--- config.mk ---
export PLATFORM = sky130hd
export DESIGN_NAME = fifo_mem_ctrl
export DESIGN_NICKNAME = d
export VERILOG_FILES = /design/src/rtl/fifo_mem_ctrl.sv
export SDC_FILE = /design/constraint.sdc
export NUM_CORES = 1
export LEC_CHECK = 0
export ABC_AREA = 1
export CORE_MARGIN = 8
export CORE_UTILIZATION = 35
export CTS_CLUSTER_SIZE = 28
export DETAILED_ROUTE_END_ITERATION = 8
export GPL_TIMING_DRIVEN = 1
export PLACE_DENSITY = 0.69
export SYNTH_ARGS = -nofsm -noshare
export SYNTH_HDL_FRONTEND = slang
export SYNTH_SLANG_ARGS = --single-unit
--- constraint.sdc ---
create_clock -name clk -period 2.4 [get_ports clk]
set_input_delay 0.48 -clock clk [delete_from_list [all_inputs] [get_ports clk]]
set_output_delay 0.48 -clock clk [all_outputs]
set_load 0.02 [all_outputs]
--- src/rtl/fifo_mem_ctrl.sv ---
// Single-clock FIFO controller: sequences an external dual-port RAM as a circular buffer
// of DEPTH entries and reports occupancy, threshold flags and sticky error flags.
module fifo_mem_ctrl #(
  parameter int N        = 8,
  parameter int DEPTH    = 90,
  parameter int AF_LEVEL = 80,
  parameter int AE_LEVEL = 10
) (
  input  logic         clk,
  input  logic         rst_n,
  input  logic         flush,
  input  logic         push,
  input  logic         pop,
  input  logic         clr_err,
  output logic         mem_wr_en,
  output logic [N-1:0] mem_wr_ptr,
  output logic         mem_rd_en,
  output logic [N-1:0] mem_rd_ptr,
  output logic         rd_valid,
  output logic [N:0]   count,
  output logic         full,
  output logic         empty,
  output logic         almost_full,
  output logic         almost_empty,
  output logic         overflow,
  output logic         underflow
);

  localparam logic [N-1:0] LAST_PTR = N'(DEPTH - 1);
  localparam logic [N:0]   DEPTH_C  = (N+1)'(DEPTH);
  localparam logic [N:0]   AF_C     = (N+1)'(AF_LEVEL);
  localparam logic [N:0]   AE_C     = (N+1)'(AE_LEVEL);

  logic [N-1:0] wr_ptr_reg, wr_ptr_next;
  logic [N-1:0] rd_ptr_reg, rd_ptr_next;
  logic [N:0]   count_reg, count_next;
  logic         rd_valid_reg;
  logic         overflow_reg, underflow_reg;
  logic         wa, ra;

  // Wrap explicitly at DEPTH-1 since DEPTH need not be a power of two.
  function automatic logic [N-1:0] ptr_inc(input logic [N-1:0] p);
    return (p == LAST_PTR) ? '0 : p + 1'b1;
  endfunction

  assign full         = (count_reg == DEPTH_C);
  assign empty        = (count_reg == '0);
  assign almost_full  = (count_reg >= AF_C);
  assign almost_empty = (count_reg <= AE_C);

  // Accept decisions use the registered count, so a simultaneous pop never frees room for a push.
  assign wa = push & ~full & ~flush;
  assign ra = pop & ~empty & ~flush;

  always_comb begin
    wr_ptr_next = wr_ptr_reg;
    rd_ptr_next = rd_ptr_reg;
    count_next  = count_reg;
    if (wa) wr_ptr_next = ptr_inc(wr_ptr_reg);
    if (ra) rd_ptr_next = ptr_inc(rd_ptr_reg);
    case ({wa, ra})
      2'b10:   count_next = count_reg + 1'b1;
      2'b01:   count_next = count_reg - 1'b1;
      default: count_next = count_reg;
    endcase
    if (flush) begin
      wr_ptr_next = '0;
      rd_ptr_next = '0;
      count_next  = '0;
    end
  end

  always_ff @(posedge clk or negedge rst_n) begin
    if (!rst_n) begin
      wr_ptr_reg    <= '0;
      rd_ptr_reg    <= '0;
      count_reg     <= '0;
      rd_valid_reg  <= 1'b0;
      overflow_reg  <= 1'b0;
      underflow_reg <= 1'b0;
    end else begin
      wr_ptr_reg   <= wr_ptr_next;
      rd_ptr_reg   <= rd_ptr_next;
      count_reg    <= count_next;
      rd_valid_reg <= ra;
      // A fresh error in the same cycle beats clr_err.
      if (push & full & ~flush)      overflow_reg <= 1'b1;
      else if (clr_err)              overflow_reg <= 1'b0;
      if (pop & empty & ~flush)      underflow_reg <= 1'b1;
      else if (clr_err)              underflow_reg <= 1'b0;
    end
  end

  assign mem_wr_en  = wa;
  assign mem_rd_en  = ra;
  assign mem_wr_ptr = wr_ptr_reg;
  assign mem_rd_ptr = rd_ptr_reg;
  assign rd_valid   = rd_valid_reg;
  assign count      = count_reg;
  assign overflow   = overflow_reg;
  assign underflow  = underflow_reg;

endmodule

Yosys cells after proc, flatten, opt, wreduce, memory -nomap -nowiden
Index checks and enable logic that the tools add are counted.

word-level totals
  flip-flop bits (word level) = 28
  bits in latches = 0
  RAM bits = 0
  memory bits (read-only) = 0
  input port bits = 6
  word-level logic and storage cells = 45
  memories = 0

operators by class
  $add $sub $neg = 4
  multipliers = 0
  div/mod/pow operators = 0
  magnitude comparators = 2
  eq/ne operators = 5
  shifts and indexed selects = 0
  multiplexer cells = 11
  bitwise gates (word level) = 11
  reductions and logical operators = 6

operators by type and width
  operator               number
  $mux W8                6
  $pmux W9 S2            1
  $add A8 B1 Y8 const B  2
  $eq A8 B7 Y1 const B   2
  $add A9 B1 Y9 const B  1
  $eq A9 B7 Y1 const B   1
  $ge A9 B7 Y1 const B   1
  $le A9 B4 Y1 const B   1
  $logic_not A9 Y1       1
  $mux W9                1
  $sub A9 B1 Y9 const B  1
  $and A1 B1 Y1          8
  $reduce_bool A2 Y1     4
  $mux W1                3
  $not A1 Y1             3
  $reduce_bool A3 Y1     1
  $eq A2 B1 Y1 const B   1
  $eq A2 B2 Y1 const B   1

Logic depth before layout (Yosys ltp)
Gate-level depths: netlist of the first run.

  word-level depth = 7
  mapped depth = 14
  gate-level depth less buffers = 14

Worst setup path before layout of the first run
Ideal clock, no wire load.

  path kind = reg2reg
  start = register count_reg[5], in the netlist count[5]
  end = register count_reg[6], in the netlist count[6]
  data arrival time = 2.292 ns
  required time = 2.278 ns
  path slack = -0.013 ns
  cell stages (with the launch flop) = 14
  buffers on the path = 0
  clock period less this slack = 2.413 ns
  cell sequence = dfrtp_1 -> nor2_1 -> nand3_1 -> nor2_4 -> nor2_4 -> nand2_4 -> inv_1 -> fa_1 -> nand3_1 -> nand3_1 -> nand3_1 -> nand2_1 -> xnor2_1 -> o21ai_2

on the way
  word-level cells in the longest chain between the ends = 7
  elaborated cells between the ends (all ways) = 15
  classes of those cells = add/sub (2); eq/ne (3); mux (2); bitwise (6); reduce/logical (2)

ends and longest elaborated chain
  item                                                 line  text
  start, declared                                      36    logic [N:0] count_reg, count_next;
  start signal, assigned                               84    count_reg <= count_next;
  $logic_not A9 Y1 (*)                                 47    assign empty = (count_reg == '0);
  named net empty                                      22    output logic empty,
  $not A1 Y1 (*)                                       53    assign ra = pop & ~empty & ~flush;
  $and A1 B1 Y1 (*) (2 in series)                      53
  named net mem_rd_en                                  17    output logic mem_rd_en,
  $eq A2 B1 Y1 / $eq A2 B2 Y1 (equally long branches)  61    case ({wa, ra})
  $pmux W9 S2                                          61
  $mux W9                                              66    if (flush) begin

The timed path passes the listed nets; every way through them passes the cells marked *.
A chain may end at the register's enable or synchronous reset.

Worst setup path after layout of the first run
  start = register count_reg[8], in the netlist count[8]
  end = register count_reg[5], in the netlist count[5]

on the way
  word-level cells in the longest chain between the ends = 7
  elaborated cells between the ends (all ways) = 13
  classes of those cells = eq/ne (3); mux (2); bitwise (6); reduce/logical (2)

ends and longest elaborated chain
  item                                                     line
  $eq A9 B7 Y1 / $logic_not A9 Y1 (equally long branches)  46, 47
  $not A1 Y1 (on tied branches)                            52, 53
  $and A1 B1 Y1 (on tied branches) (2 in series)           52, 53
  $eq A2 B1 Y1 / $eq A2 B2 Y1 (equally long branches)      61
  $pmux W9 S2                                              61
  $mux W9                                                  66

Parallel ways exist; a longest one is shown, timed or not.

==> results of run 1 <==
==> final cells by class <==
type	count	area, sq um
fillers	482	2320
multi-input cells	158	1150
flip-flops and latches	28	708
repair buffers	70	646
inverters	31	121
well taps	70	87.6
clock buffers	3	41.3
==> worst reg2reg max path: cells and delay by family (launching register included) <==
family | cells | cell delay, ps
XOR/XNOR | 1 | 160
AO/OA/AOI/OAI | 2 | 300
buffers and inverters | 3 | 390
adder cells (fa/ha/maj) | 1 | 190
flip-flops | 1 | 460
AND/OR/NAND/NOR | 8 | 760
==> stage by stage <==
stage	TNS (ps)	power (mW)
after floorplan	0	1.44
after global placement	-1190	2.08
after detailed placement	-1440	2.09
after CTS	0	2.33
after global routing	-105	2.75
final	0	2.57
==> routing by layer <==
| metal | up-vias | global-route usage [%] | routed length [um] |
|---|---|---|---|
| met4 | 0 | 3.53 | 31 |
| met2 | 31 | 20.2 | 2330 |
| met3 | 4 | 2.69 | 274 |
| met1 | 830 | 15.7 | 2360 |
| met5 | - | 0 | 0 |
| li1 | 872 | - | - |
==> worst min-delay path by stage <==
stage	start	to	slack (ps)	depth (start not counted)
global route	count[2]	count[2]	540	2
CTS	overflow	overflow	530	2
detailed placement	overflow	overflow	510	2
floorplan	rst_n	count[0]	180	0
global placement	overflow	overflow	510	2
finish	overflow	overflow	520	2
==> placed cells by master, fill, tap and decap left out, drive strengths merged <==
cell type and count:
a211oi 1, a21oi 7, buf 31, clkbuf 3, clkdlybuf4s50 32, clkinv 1
clkinvlp 1, dfrtp 28, dlygate4sd2 3, dlymetal6s2s 4, fa 1, ha 11
inv 29, nand2 45, nand3 24, nand4 1, nor2 16, nor3 3
nor4 1, o21ai 15, o21bai 2, o22ai 11, o31ai 1, o32ai 1
xnor2 5, xor2 13
==> what timing repair did <==
action | in CTS | in global routing
pin swaps | 0 | 9
endpoints found under the hold margin | 0 | 0
setup buffers | 0 | 5
endpoints found under the setup margin | 3 | 9
resized for setup | 3 | 34
cloned | 0 | 0
hold buffers | 0 | 0
==> power by group through the flow <==
stage	sequential, mW	clock, mW	combinational, mW
global route	0.679	0.269	1.81
finish	0.664	0.250	1.66
global placement	0.665	0	1.41
floorplan	0.759	0	0.683
CTS	0.655	0.257	1.42
detailed placement	0.663	0	1.43
==> kinds of logic after synthesis <==
family,after synthesis,share of synthesized area [%]
simple gates,90,24.3
xor+xnor,18,8.62
compound gates,38,13.7
buf+inv,31,6.43
fa+ha+maj,12,8.62
flops,28,38.3
==> impl_metrics.py, run 1 <==
metrics = {
    "routing": {
        "drc": 0,
        "via_per_inst": 4.83,
        "wire_per_inst_um": 13.9,
        "antenna_left": 0,
        "dr.pass1.iters": 4,
        "dr.first_iter.drc_count": 89,
        "routed_wl_mm": 4.99,
        "via_count": 1737,
    },
    "logic_synthesis": {
        "synthCells": 217,
        "ys_ff_latch": 28,
        "yosysTopAreaCell": "dfrtp_1",
        "synth-main-ff-cell": "dfrtp_1",
        "yosys_warnings": 0,
        "synthesis.nets": 235,
        "synth-edff-count": 0,
        "synth_most_common_cell": "nand2_1",
        "syn-cell-area_sq_mm": 0.00183,
        "yosys.area.top_type_share_pct": 38.3,
        "synth.area.top_cells": "dfrtp_1 38%, nand2_1 8.0%, ha_1 7.5%",
        "async_flop_share_pct": 100,
        "ys_seq_area_share_pct": 38.3,
        "synth_common_cells": "39 x nand2_1, 29 x inv_1, 28 x dfrtp_1",
        "yosysUniqueCellTypes": 31,
        "synth_area_per_cell_sq_um": 8.43,
    },
    "floorplanning": {
        "die_h_um": 88.3,
        "ioPinCount": 40,
        "die_w_um": 88.3,
        "start_util_pct": 36.0,
        "fp-row-count": 26,
        "core_area_sq_mm": 0.00507,
        "design.die.area_sq_mm": 0.00780,
    },
    "sta": {
        "slew_viol_final": 0,
        "setup_viol": 0,
        "fmax_mhz": 429,
        "fin_skew_ps": 5.01,
        "fin_ws_ps": 67.4,
        "tightest_slew_ps": 356,
        "fin_crit_ps": 2330,
        "hold_ws_ps": 524,
        "max_slew_margin_pct": 76.3,
        "fin_crit_sh_pct": 97.2,
        "hold_viol": 0,
    },
    "clock_tree": {
        "cts-root-buf": "clkbuf_8",
        "clkLatencyLatePin_ps": 270,
        "cts_sinks": 28,
        "cts_tree": "done",
        "ctsHtreeMaxLevel": 1,
        "cts_buffers": 3,
        "cts.reportedPaths.clkPinSlew_ps": 90,
        "clock_path_buffers": 2,
    },
    "placed_design": {
        "place_area_sq_mm": 0.00250,
        "dp_hpwl_mm": 3.73,
        "placedCellCount": 352,
        "gp_congestion": 0.946,
        "port_buffers": 39,
        "dp_slack_ps": -255,
    },
    "critical_path": {
        "r2r_setup_slack_ps": 70,
        "cp.arrival_ps": 2530,
        "worstRegToRegCells": 15,
        "crit_top_cell": "nor2_4",
        "end_kind": "register",
        "cp_num_buf_inv": 3,
        "rr_startpoint": "count[8]",
        "cp.required_ps": 2600,
        "crit_start": "count[8]",
        "cp.depth": 15,
        "cp_max_fo": 8,
        "cpMaxStageDelayCell": "dfrtp_2",
        "path_cells": "nor2_1 -> nand3_2 -> nor2_4 -> nor2_4 -> nand2_4 -> clkinvlp_4 -> buf_12 -> buf_4 -> ha_1 -> a21oi_2 -> nand2_2 -> nand3_1 -> nand2_1 -> xor2_1 -> o21ai_2",
        "crit_type": "reg -> reg",
        "r2r-end": "count[5]",
        "crit_end": "count[5]",
        "cpPeakStageDelay_ps": 460,
        "critPathLaunchType": "register",
        "critPathTopFamily": "simple AND/OR/NAND/NOR gates",
    },
    "pwr": {
        "comb_power_share_pct": 64.4,
        "power.net_switching_mw": 1.12,
        "pwr-share-seq_pct": 25.8,
        "p_clk_share_pct": 9.7,
        "power.density_mw_per_mm2": 932,
        "p_sw_share_pct": 43.7,
        "internal_power_mw": 1.45,
        "p_leak_nw": 1.23,
        "peakVddDrop_mv": 0.727,
    },
    "layout": {
        "finalCoreUtilization_pct": 54.3,
        "final_net_count": 310,
        "diodes": 0,
        "layout-drive-gt1-share_pct": 28.3,
        "largest_register_ffs": 9,
        "fin_area_sq_mm": 0.00276,
        "area_growth_pct": 50.8,
        "final_cells": 360,
    },
    "hold_path": {
        "min_path_type": "reg -> reg",
    },
    "global_route": {
        "grt_max_degree": 29,
        "overflow": 0,
        "grt_pass1_vias": 1679,
        "track_usage_pct": 12.3,
        "grt_first_pass_wirelength_mm": 7.69,
        "antenna_found_initial": 0,
    },
    "run_status": {
        "status": "finished, final reports clean",
    },
    "flow_run": {
        "cap_violations": 0,
    },
}
Power figures use the tool's default switching activity.
==> inputs of run 2 (changes only) <==
CELL_PAD_IN_SITES_DETAIL_PLACEMENT = 0   (was default)
CELL_PAD_IN_SITES_GLOBAL_PLACEMENT = 1   (was default)
PLACE_DENSITY = 0.85   (was 0.69)
SETUP_SLACK_MARGIN = 0.15   (was default)
TNS_END_PERCENT = 1   (was default)
==> impl_metrics.py, run 2 (synthesis results as in run 1) <==
metrics = {
    "sta": {
        "grt_setup_unrepaired": "no",
        "tightest_slew_ps": 369,
        "fin_crit_sh_pct": 89.4,
        "fmax_mhz": 466,
        "fin_tns_setup_ps": 0,
        "hold_viol": 0,
        "slew_viol_final": 0,
        "max_slew_margin_pct": 75.4,
        "fin_skew_ps": 3.69,
        "setup_viol": 0,
        "fin_crit_ps": 2140,
    },
    "clock_tree": {
        "cts-root-buf": "clkbuf_8",
        "ctsHtreeMaxLevel": 1,
        "cts_tree": "done",
        "cts_sinks": 28,
        "clock_path_buffers": 2,
        "cts_buffers": 3,
        "ctsHoldBuffers": 0,
        "cts.reportedPaths.clkPinSlew_ps": 100,
        "clkLatencyLatePin_ps": 270,
    },
    "critical_path": {
        "crit_top_cell": "nor2_2",
        "crit_end": "mem_wr_en",
        "cp.arrival_ps": 1660,
        "r2r_setup_slack_ps": 280,
        "rr_startpoint": "count[6]",
        "crit_type": "reg -> out",
        "cp.depth": 7,
        "critPathLaunchType": "register",
        "path_cells": "inv_1 -> nor2_2 -> nand2_2 -> buf_4 -> nor2_4 -> nor2_2 -> dlygate4sd2_1",
        "end_kind": "output port",
        "cpPeakStageDelay_ps": 430,
        "cp_max_fo": 4,
        "critPathTopFamily": "buffers and inverters",
        "cpMaxStageDelayCell": "dfrtp_2",
        "r2r-end": "count[8]",
        "cp.required_ps": 1920,
        "worstRegToRegCells": 13,
        "crit_start": "count[1]",
        "cp_num_buf_inv": 3,
    },
    "layout": {
        "largest_register_ffs": 9,
        "area_growth_pct": 49.5,
        "layout-drive-gt1-share_pct": 29.1,
        "diodes": 0,
        "nFillCells": 493,
        "layout_commonest_cell": "nand2_1",
        "final_net_count": 315,
        "layout_common_cells": "39 x nand2_1, 36 x buf_4, 30 x clkdlybuf4s50_1",
    },
    "floorplanning": {
        "start_util_pct": 36.0,
        "die_w_um": 88.3,
        "die_h_um": 88.3,
        "fp-row-count": 26,
        "core_area_sq_mm": 0.00507,
        "design.die.area_sq_mm": 0.00780,
        "ioPinCount": 40,
    },
    "placed_design": {
        "port_buffers": 39,
        "dp_hpwl_mm": 3.71,
        "gp_congestion": 0.849,
    },
    "run_status": {
        "status": "finished, final reports clean",
    },
    "routing": {
        "via_count": 1755,
        "wire_per_inst_um": 13.6,
        "via_per_inst": 4.80,
        "antenna_left": 0,
        "dr.pass1.iters": 4,
        "dr.first_iter.drc_count": 61,
        "routed_wl_mm": 4.98,
        "drc": 0,
    },
    "flow_run": {
        "cap_violations": 0,
    },
    "pwr": {
        "p_total_mw": 2.59,
        "p_leak_nw": 1.25,
        "power.density_mw_per_mm2": 947,
        "peakVddDrop_mv": 0.643,
    },
    "hold_path": {
        "min_path_type": "reg -> reg",
    },
    "global_route": {
        "grt_pass1_vias": 1642,
        "antenna_found_initial": 0,
        "track_usage_pct": 12.6,
        "grt_first_pass_wirelength_mm": 7.76,
        "grt_max_degree": 29,
        "overflow": 0,
    },
}
==> run 2: changes by cell type in the layout (fill, tap and decap cells not counted), sizes merged <==
cell,previous run,this run
buf,31,36
dlymetal6s2s,4,3
dlygate4sd2,3,6
clkdlybuf4s50,32,30
clkinvlp,1,0
clkbuf,3,4
inv,29,30
==> run 2: final cells by class <==
class,instances,area (sq um),area share (%)
clock buffers,4,45.0,1.65
inverters,31,125,4.58
multi-input cells,158,1100,40.4
flip-flops and latches,28,712,26.0
well taps,70,87.6,3.20
repair buffers,75,661,24.2
==> run 2: how the worst min path moves through the flow <==
stage | from | endpoint | cells past startpoint
6_report | overflow | overflow | 2
5_1_grt | underflow | underflow | 2
4_1_cts | overflow | overflow | 2
3_5_place_dp | overflow | overflow | 2
3_3_place_gp | overflow | overflow | 2
2_1_floorplan | rst_n | count[0] | 0
==> run 2: worst min-delay path, stage by stage, from the launching register on <==
cell	delay, ps
dfrtp_1	390
inv_1	60
o32ai_1	60
==> run 2: what timing repair did <==
item / in CTS / in global routing
pin swaps: 1 / 10
gates resized for setup: 10 / 17
setup endpoints to repair: 11 / 7
buffers inserted: 0 / 17
==> run 2: stage by stage <==
step,cells,worst slack (ps),util (%),area [sq um],hold slack (ps)
after global routing,366,141,53.9,2730,561
after floorplan,217,154,-,1850,184
after global placement,345,-159,48.8,2470,502
after detailed placement,345,-224,48.8,2470,511
final,366,255,53.9,2730,535
after CTS,349,120,49.9,2530,537
==> run 2: report_power, final <==
part / switching (mW) / internal (mW) / total (mW)
clock network: 0.148 / 0.119 / 0.267
logic: 0.868 / 0.774 / 1.64
registers: 0.115 / 0.564 / 0.680
total: 1.13 / 1.46 / 2.59
==> run 2: per-layer routing <==
metal  wire length, um  track usage (%)  up-vias
li1                  -                -      886
met1              2390             16.0      836
met2              2360             21.2       31
met3               192             2.04        2
met4                34             3.69        0
met5                 0                0        -
